<file path="config.mk">
export PLATFORM = sky130hd
export DESIGN_NAME = sip_out_fifo_core
export DESIGN_NICKNAME = d
export VERILOG_FILES = /design/src/rtl/sip_out_fifo_core.sv
export SDC_FILE = /design/constraint.sdc
export NUM_CORES = 1
export LEC_CHECK = 0
export CAP_MARGIN = 10
export CELL_PAD_IN_SITES_DETAIL_PLACEMENT = 1
export CELL_PAD_IN_SITES_GLOBAL_PLACEMENT = 1
export CORE_ASPECT_RATIO = 0.9
export CORE_MARGIN = 1.5
export CORE_UTILIZATION = 46
export CTS_CLUSTER_SIZE = 40
export DETAILED_ROUTE_END_ITERATION = 7
export GPL_TIMING_DRIVEN = 0
export PLACE_DENSITY = 0.7
export SYNTH_ARGS = -nofsm -noshare
export SYNTH_HDL_FRONTEND = slang
export SYNTH_SLANG_ARGS = --single-unit
export TNS_END_PERCENT = 50
</file>
<file path="constraint.sdc">
create_clock -name CLK -period 21.4 [get_ports CLK]
set_clock_uncertainty 0.15 [all_clocks]
set_input_delay 3.21 -clock CLK [delete_from_list [all_inputs] [get_ports CLK]]
set_output_delay 3.21 -clock CLK [all_outputs]
set_load 0.02 [all_outputs]
</file>
<file path="src/rtl/sip_out_fifo_core.sv">
// Core storage and flag logic of the output FIFO: ten 8-bit lanes per write, 4-bit nibbles
// (lanes 5/6 8-bit) per read, 8 entries deep, single clock with registered status flags.
module sip_out_fifo_core #(
  parameter logic [7:0] ALMOST_EMPTY_VALUE = 8'h41,
  parameter logic [7:0] ALMOST_FULL_VALUE  = 8'h41,
  parameter logic       ARRAY_MODE         = 1'b1,
  parameter logic       OUTPUT_DISABLE     = 1'b0
) (
  input  logic       CLK,
  input  logic       RESET,
  input  logic       GSR,
  input  logic [7:0] D0,
  input  logic [7:0] D1,
  input  logic [7:0] D2,
  input  logic [7:0] D3,
  input  logic [7:0] D4,
  input  logic [7:0] D5,
  input  logic [7:0] D6,
  input  logic [7:0] D7,
  input  logic [7:0] D8,
  input  logic [7:0] D9,
  input  logic       WREN,
  input  logic       RDEN,
  input  logic       TESTWRITEDISB,
  input  logic       TESTREADDISB,
  input  logic       TESTMODEB,
  input  logic       SCANENB,
  input  logic [3:0] SCANIN,
  output logic [3:0] Q0,
  output logic [3:0] Q1,
  output logic [3:0] Q2,
  output logic [3:0] Q3,
  output logic [3:0] Q4,
  output logic [7:0] Q5,
  output logic [7:0] Q6,
  output logic [3:0] Q7,
  output logic [3:0] Q8,
  output logic [3:0] Q9,
  output logic       EMPTY,
  output logic       ALMOSTEMPTY,
  output logic       FULL,
  output logic       ALMOSTFULL,
  output logic [3:0] SCANOUT
);

  localparam int unsigned DEPTH   = 8;
  localparam int unsigned PTR_W   = 3;
  localparam int unsigned CNT_W   = 4;
  localparam int unsigned LANES   = 10;
  localparam int unsigned LANE_W  = 8;
  localparam int unsigned NIB_W   = 4;
  localparam int unsigned ENTRY_W = LANES * LANE_W;

  // Encoded thresholds: 8'h63 selects a margin of 2, anything else a margin of 1.
  localparam logic [CNT_W-1:0] AE_C     = (ALMOST_EMPTY_VALUE == 8'h63) ? CNT_W'(2) : CNT_W'(1);
  localparam logic [CNT_W-1:0] AF_C     = (ALMOST_FULL_VALUE  == 8'h63) ? CNT_W'(2) : CNT_W'(1);
  localparam logic [CNT_W-1:0] FULL_CNT = CNT_W'(DEPTH);
  localparam logic [CNT_W-1:0] AF_LIM   = FULL_CNT - AF_C;

  logic                 rst_w;
  logic [ENTRY_W-1:0]   d_entry;
  logic [ENTRY_W-1:0]   rd_entry;
  logic [ENTRY_W-1:0]   mem_q [DEPTH];

  logic [PTR_W-1:0]     wr_ptr_q, wr_ptr_d;
  logic [PTR_W-1:0]     rd_ptr_q, rd_ptr_d;
  logic [CNT_W-1:0]     count_q, count_d;
  logic                 phase_q, phase_d;
  logic [NIB_W-1:0]     nib_q [LANES];
  logic [NIB_W-1:0]     nib_d [LANES];
  logic [NIB_W-1:0]     hi5_q, hi5_d;
  logic [NIB_W-1:0]     hi6_q, hi6_d;
  logic                 empty_q, empty_d;
  logic                 aempty_q, aempty_d;
  logic                 full_q, full_d;
  logic                 afull_q, afull_d;

  logic                 wr_acc;
  logic                 rd_acc;
  logic                 pop;
  logic                 q_en_c;
  logic                 unused_ok;

  assign rst_w    = RESET | GSR;
  assign d_entry  = {D9, D8, D7, D6, D5, D4, D3, D2, D1, D0};
  assign rd_entry = mem_q[rd_ptr_q];

  // Accepts are qualified by the registered flags present at the edge.
  assign wr_acc = WREN & ~full_q & TESTWRITEDISB;
  assign rd_acc = RDEN & ~empty_q & TESTREADDISB;
  assign pop    = rd_acc & (~ARRAY_MODE | phase_q);

  // Storage is intentionally not reset.
  always_ff @(posedge CLK) begin
    if (wr_acc) begin
      mem_q[wr_ptr_q] <= d_entry;
    end
  end

  always_comb begin
    wr_ptr_d = wr_ptr_q;
    rd_ptr_d = rd_ptr_q;
    phase_d  = phase_q;
    hi5_d    = hi5_q;
    hi6_d    = hi6_q;
    for (int l = 0; l < LANES; l++) begin
      nib_d[l] = nib_q[l];
    end

    if (wr_acc) begin
      wr_ptr_d = wr_ptr_q + PTR_W'(1);
    end

    if (rd_acc) begin
      // 8x4 mode returns the low nibble on phase 0 and the high nibble on phase 1.
      for (int l = 0; l < LANES; l++) begin
        nib_d[l] = (ARRAY_MODE && phase_q) ? rd_entry[l*LANE_W + NIB_W +: NIB_W]
                                           : rd_entry[l*LANE_W +: NIB_W];
      end
      hi5_d = ARRAY_MODE ? NIB_W'(0) : rd_entry[5*LANE_W + NIB_W +: NIB_W];
      hi6_d = ARRAY_MODE ? NIB_W'(0) : rd_entry[6*LANE_W + NIB_W +: NIB_W];
      if (ARRAY_MODE) begin
        phase_d = ~phase_q;
      end
    end

    if (pop) begin
      rd_ptr_d = rd_ptr_q + PTR_W'(1);
    end

    count_d  = count_q + CNT_W'(wr_acc) - CNT_W'(pop);
    empty_d  = (count_d == CNT_W'(0));
    aempty_d = (count_d <= AE_C);
    full_d   = (count_d == FULL_CNT);
    afull_d  = (count_d >= AF_LIM);
  end

  always_ff @(posedge CLK or posedge rst_w) begin
    if (rst_w) begin
      wr_ptr_q <= '0;
      rd_ptr_q <= '0;
      count_q  <= '0;
      phase_q  <= 1'b0;
      hi5_q    <= '0;
      hi6_q    <= '0;
      empty_q  <= 1'b1;
      aempty_q <= 1'b1;
      full_q   <= 1'b0;
      afull_q  <= 1'b0;
      for (int l = 0; l < LANES; l++) begin
        nib_q[l] <= '0;
      end
    end else begin
      wr_ptr_q <= wr_ptr_d;
      rd_ptr_q <= rd_ptr_d;
      count_q  <= count_d;
      phase_q  <= phase_d;
      hi5_q    <= hi5_d;
      hi6_q    <= hi6_d;
      empty_q  <= empty_d;
      aempty_q <= aempty_d;
      full_q   <= full_d;
      afull_q  <= afull_d;
      for (int l = 0; l < LANES; l++) begin
        nib_q[l] <= nib_d[l];
      end
    end
  end

  // Optional gating of the read data while no read is requested.
  assign q_en_c = ~(OUTPUT_DISABLE & ~RDEN);

  assign Q0 = q_en_c ? nib_q[0] : '0;
  assign Q1 = q_en_c ? nib_q[1] : '0;
  assign Q2 = q_en_c ? nib_q[2] : '0;
  assign Q3 = q_en_c ? nib_q[3] : '0;
  assign Q4 = q_en_c ? nib_q[4] : '0;
  assign Q5 = q_en_c ? {hi5_q, nib_q[5]} : '0;
  assign Q6 = q_en_c ? {hi6_q, nib_q[6]} : '0;
  assign Q7 = q_en_c ? nib_q[7] : '0;
  assign Q8 = q_en_c ? nib_q[8] : '0;
  assign Q9 = q_en_c ? nib_q[9] : '0;

  assign EMPTY       = empty_q;
  assign ALMOSTEMPTY = aempty_q;
  assign FULL        = full_q;
  assign ALMOSTFULL  = afull_q;
  assign SCANOUT     = 4'h0;

  assign unused_ok = &{1'b0, TESTMODEB, SCANENB, SCANIN};

endmodule

</file>
[After elaboration in Yosys (flattened, before gate mapping)]
Memories as Yosys holds them, arrays and structs flattened.
Index checks and enable logic that the tools add are counted.
W data, S select, Z words.
Cells by class
  add/sub/neg operators: 4
  bitwise logic cells: 9
  mux-type cells: 12
  $lt $le $gt $ge: 2
  reductions and logical operators: 1
  equality and inequality tests: 1
Operators by type and width (number)
  $mux W4: 10
  $add A3 B1 Y3 const B: 2
  $and A1 B1 Y1: 5
  $add A4 B1 Y4: 1
  $eq A4 B4 Y1 const B: 1
  $ge A4 B3 Y1 const B: 1
  $le A4 B1 Y1 const B: 1
  $logic_not A4 Y1: 1
  $sub A4 B1 Y4: 1
  $not A1 Y1: 3
  $mux W1: 2
  $or A1 B1 Y1: 1
Storage, ports and cells
  bits in registers: 55
  RAM bits: 640
  output and inout port bits: 56
  memories: 1
  logic and storage cells: 48
Memories
  mem_q: depth 8, bits a word 80, read ports 1, clocked after memory_dff 0, wr ports 1, line 63  | logic [ENTRY_W-1:0] mem_q [DEPTH];

[Logic depth before layout (Yosys ltp)]
  word-level depth: 6
  depth in mapped cells: 13
  mapped depth without buffers: 11

[Least setup slack after synthesis]
OpenSTA, ideal clock, no wires.
  path type: in2reg
  start point: in TESTWRITEDISB
  end point: mem mem_q[0][0] (netlist bit), enable pin
  data arrival time: 8.991 ns
  path buffers: 0
  data required time: 20.634 ns
  setup slack: 11.642 ns
  stages: 3
  cells stage by stage: and3b_1 > nand2b_1 > nor3_1
On the way
  word-level cells in the longest chain between the ends: 3
RTL lines
  start: declaration: line 24  | input logic TESTWRITEDISB,
  $and A1 B1 Y1: line 89  | assign wr_acc = WREN & ~full_q & TESTWRITEDISB;
  $mux W1: line 95  | if (wr_acc) begin
  $mux W1 (implied by the code): line 96  | mem_q[wr_ptr_q] <= d_entry;
  end: declaration: line 63
Every way passes these cells.

[Worst setup path in the final report]
  start point: in TESTREADDISB
  end point: reg afull_q (netlist: ALMOSTFULL)
On the way
  word-level cells in the longest chain between the ends: 4
RTL lines
  start: declaration: line 25  | input logic TESTREADDISB,
  $and A1 B1 Y1: line 90  | assign rd_acc = RDEN & ~empty_q & TESTREADDISB;
  $and A1 B1 Y1: line 91  | assign pop = rd_acc & (~ARRAY_MODE | phase_q);
  net pop: line 80  | logic pop;
  $sub A4 B1 Y4: line 131  | count_d = count_q + CNT_W'(wr_acc) - CNT_W'(pop);
  net count_d[2]: line 67  | logic [CNT_W-1:0] count_q, count_d;
  $ge A4 B3 Y1: line 135  | afull_d = (count_d >= AF_LIM);
  net afull_d: line 76  | logic afull_q, afull_d;
  end signal: assignment: line 163  | afull_q <= afull_d;
  end: declaration: line 76
The timed path passes the listed nets, and every way through them passes these cells.
A chain may end at the register's enable or synchronous reset.

==> results.md <==
* Global router's overall resource usage at 0.224
* R2r worst-path depth at 13
* Adder-cell area share of the yosys netlist at 0.00361
* Final min period at roughly 5.4 ns
* Top cells by area, synth: edfxtp_1 73%, mux4_2 14%, dfrtp_1 5.0%, mux2i_1 3.0%, o221ai_1 1.3%
* R2R setup slack at approximately 18 ns
* Htree depth at 3
* Routability Congestion at about 0.72
* Layout cells sized above 1 at 0.255
* Worst path required time at roughly 22 ns
* Core Region at 56,800 µm²
* Most frequent cells in the layout: 640 x edfxtp_1, 160 x mux4_2, 130 x clkdlybuf4s50_1, 80 x mux2i_1, 75 x clkbuf_16
* Boundary pin count at around 150
* VDD IR max at roughly 80 µV
* Mapped Cells at around 1,100
* Syn Area/Cell at between 20 and 25 µm²
* Hold path cells at 2
* Non-filler cells, final at 2,219
* Design area at around 32,000 µm²
* Post-Synth XOR/XNOR Area at 0.00233
* Clk buf depth at 3
* Vias at around 13,000
* Cts repair resizes at 0
* Final WL at approximately 63,000 µm
* Worst-margin pin slew at between 0.9 and 1 ns
* Nets at 1,497
* Total power at between 0.004 and 0.005 W
* Placed Area at a little under 30,000 µm²
* Crit-path max FO at 4
* Synth unique cells at 29
* CP startpoint kind: primary input
* DIE WIDTH at between 200 and 300 µm
* Clk root buf: clkbuf_16
* Grt ovf at 0
* Top cell type's share of synthesized area at 0.730
* Synth Area in Simple Gates at 0.0115
* Synth Register Bits at between 600 and 700
* RSZ-0062 raised after global routing: false
* Postcts setup bufs at 0
* Post-synthesis compound-gate area fraction at 0.0141
* Yosys warns at 0
* DR pass1 iterations at 5
* Tcrit/Tclk final at 0.254
* CTS Hold Buffers Added at 0
* DR WL/cell at between 20 and 30 µm
* DRT iter0 DRCs at roughly 1,000
* Crit path capture type: register
* Detail Route Antenna Nets at 0
* Final slew viol count at 0
* Maxcap violations at 0
* Total CTS buffers at 71
* Vias in the first global route at around 14,000
* Crit Path Category: in -> reg
* Crit path to: ALMOSTFULL
* Hold Vio Cnt, Final at 0
* Clock insertion delay at the later pin of the skew report at about 0.6 ns
* P&R area growth vs syn at 20.4%
* Hold Crit Class: reg -> reg
* Relative slew slack at 0.351
* Largest net degree at the start of global routing at 28
* Commonest non-fill, non-tap cell in the layout: edfxtp_1
* Port Buf Inserts at 130
* Detail Placement HPWL at roughly 39,000 µm
* CTS tree: yes
* Rows at 83
* Clk sink count at approximately 700
* Mean number of vias per cell at ~5.7
* Setup crit start: TESTREADDISB
* Initial antenna violation count at 7
* R2R Path Start: phase_q
* WP data arrival at approximately 5.8 ns
* Mux cell area share after synthesis at 0.168
* Die span in y at around 230 µm
* Pwr Density at 129 nW/µm²
* Netlist Area Pre-Place at between 20,000 and 30,000 µm²
* Leakage at 10.6 nW
* Post-synth top area cell: edfxtp_1
* Inst Count DP at 2,089
* Full die area at between 50,000 and 60,000 µm²
* Post-Route Setup TNS at 0 ns
* Final Setup Violations at 0
* Fill count at between 4,000 and 5,000
* Largest family of logic cells by synthesized area: multiplexers
* Worst flop-to-flop path endpoint: ALMOSTFULL
* Achievable frequency at ~0.18 GHz
* Post-synthesis sequential area ratio at 0.782
* Reg clk slew, reported paths at ~0.06 ns
* DRC errors left at 0
* Status: finished, final reports clean
* Global-route wire length before repair at between 90,000 and 100,000 µm
* Initial Utilization at 0.464
cell usage after synthesis:
cell / instances
buf_2: 22
a21o_1: 1
nor2_1: 10
buf_6: 14
inv_1: 9
nand2b_1: 4
xor2_1: 1
nor3_1: 3
a211o_1: 1
conb_1: 1
a21oi_1: 1
nor3b_1: 1
a31o_2: 1
buf_4: 16
dfstp_2: 2
nand2_1: 50
dfrtp_1: 53
xnor2_1: 6
fa_1: 1
mux2i_1: 80
edfxtp_1: 640
and3b_1: 2
nand3_1: 1
o221ai_1: 39
clkbuf_1: 18
mux4_2: 160
nand3b_1: 1
ha_1: 6
mux2_2: 1
layout make-up:
| cell class | count | area, µm² | share of cell area |
|---|---|---|---|
| clock inverters | 35 | 345 | 0.0109 |
| multi-input cells | 382 | 5350 | 0.169 |
| clock buffers | 94 | 2020 | 0.0636 |
| well taps | 765 | 957 | 0.0302 |
| diodes | 1 | 2.50 | 0.0000789 |
| repair buffers | 168 | 1950 | 0.0614 |
| flip-flops and latches | 695 | 20600 | 0.650 |
| inverters | 9 | 33.8 | 0.00107 |
| plain buffers | 70 | 455 | 0.0144 |
metrics by stage:
stage                     hold WS (ns)   util  setup slack (ns)
after floorplan                  0.308      -             11.64
after global placement           0.325  0.504              6.11
after detailed placement         0.333  0.517             15.33
after CTS                        0.347  0.558             15.97
after global routing             0.375  0.558             15.81
final                            0.344  0.558             15.96
power breakdown:
group	switching, W	leakage [nW]	internal, W
Sequential	0.0000581	6.47	0.00162
Clock	0.000514	1.16	0.000738
Combinational	0.000611	2.96	0.000538
Total	0.00118	10.6	0.00289
flip-flops by register name, indices dropped and copies added, names as in the netlist, 3 cells and up:
name,flops
Q5,4
wr_ptr_q,3
Q6,4
count_q,4
rd_ptr_q,3
mem_q,640
Q1,4
Q9,4
Q7,4
Q8,4
Q3,4
Q0,4
Q2,4
Q4,4
layer usage:
metal,wire length (µm),vias up,share of wire,global-route usage
met5,76,-,0.0012,0
met4,1200,12,0.019,0.0642
met3,3920,92,0.062,0.0501
met2,31400,399,0.50,0.366
met1,26300,6745,0.42,0.303
li1,-,5293,-,-
logic make-up after synthesis:
kind of cell    after synthesis
mux                         241
flops                       695
xor+xnor                      7
compound gates               43
other cells                   1
buf+inv                      79
simple gates                 72
fa+ha+maj                     7
how the worst min path moves through the flow:
stage                  endpoint  slack (ns)        start
global placement    rd_ptr_q[2]        0.33  rd_ptr_q[2]
finish                    Q9[0]        0.34        Q9[0]
global route              Q8[1]        0.38        Q8[1]
floorplan           rd_ptr_q[2]        0.31  rd_ptr_q[2]
detailed placement        Q9[0]        0.33        Q9[0]
CTS                       Q9[0]        0.35        Q9[0]
worst max-delay path: stages:
cell,delay [ns]
clkdlybuf4s50_1,0.47
and3b_1,0.35
nand2_1,0.16
inv_1,0.14
ha_1,0.24
inv_1,0.06
ha_1,0.15
inv_1,0.06
fa_1,0.41
xor2_1,0.19
inv_1,0.09
a31o_2,0.25
Power figures use the tool's default switching activity.
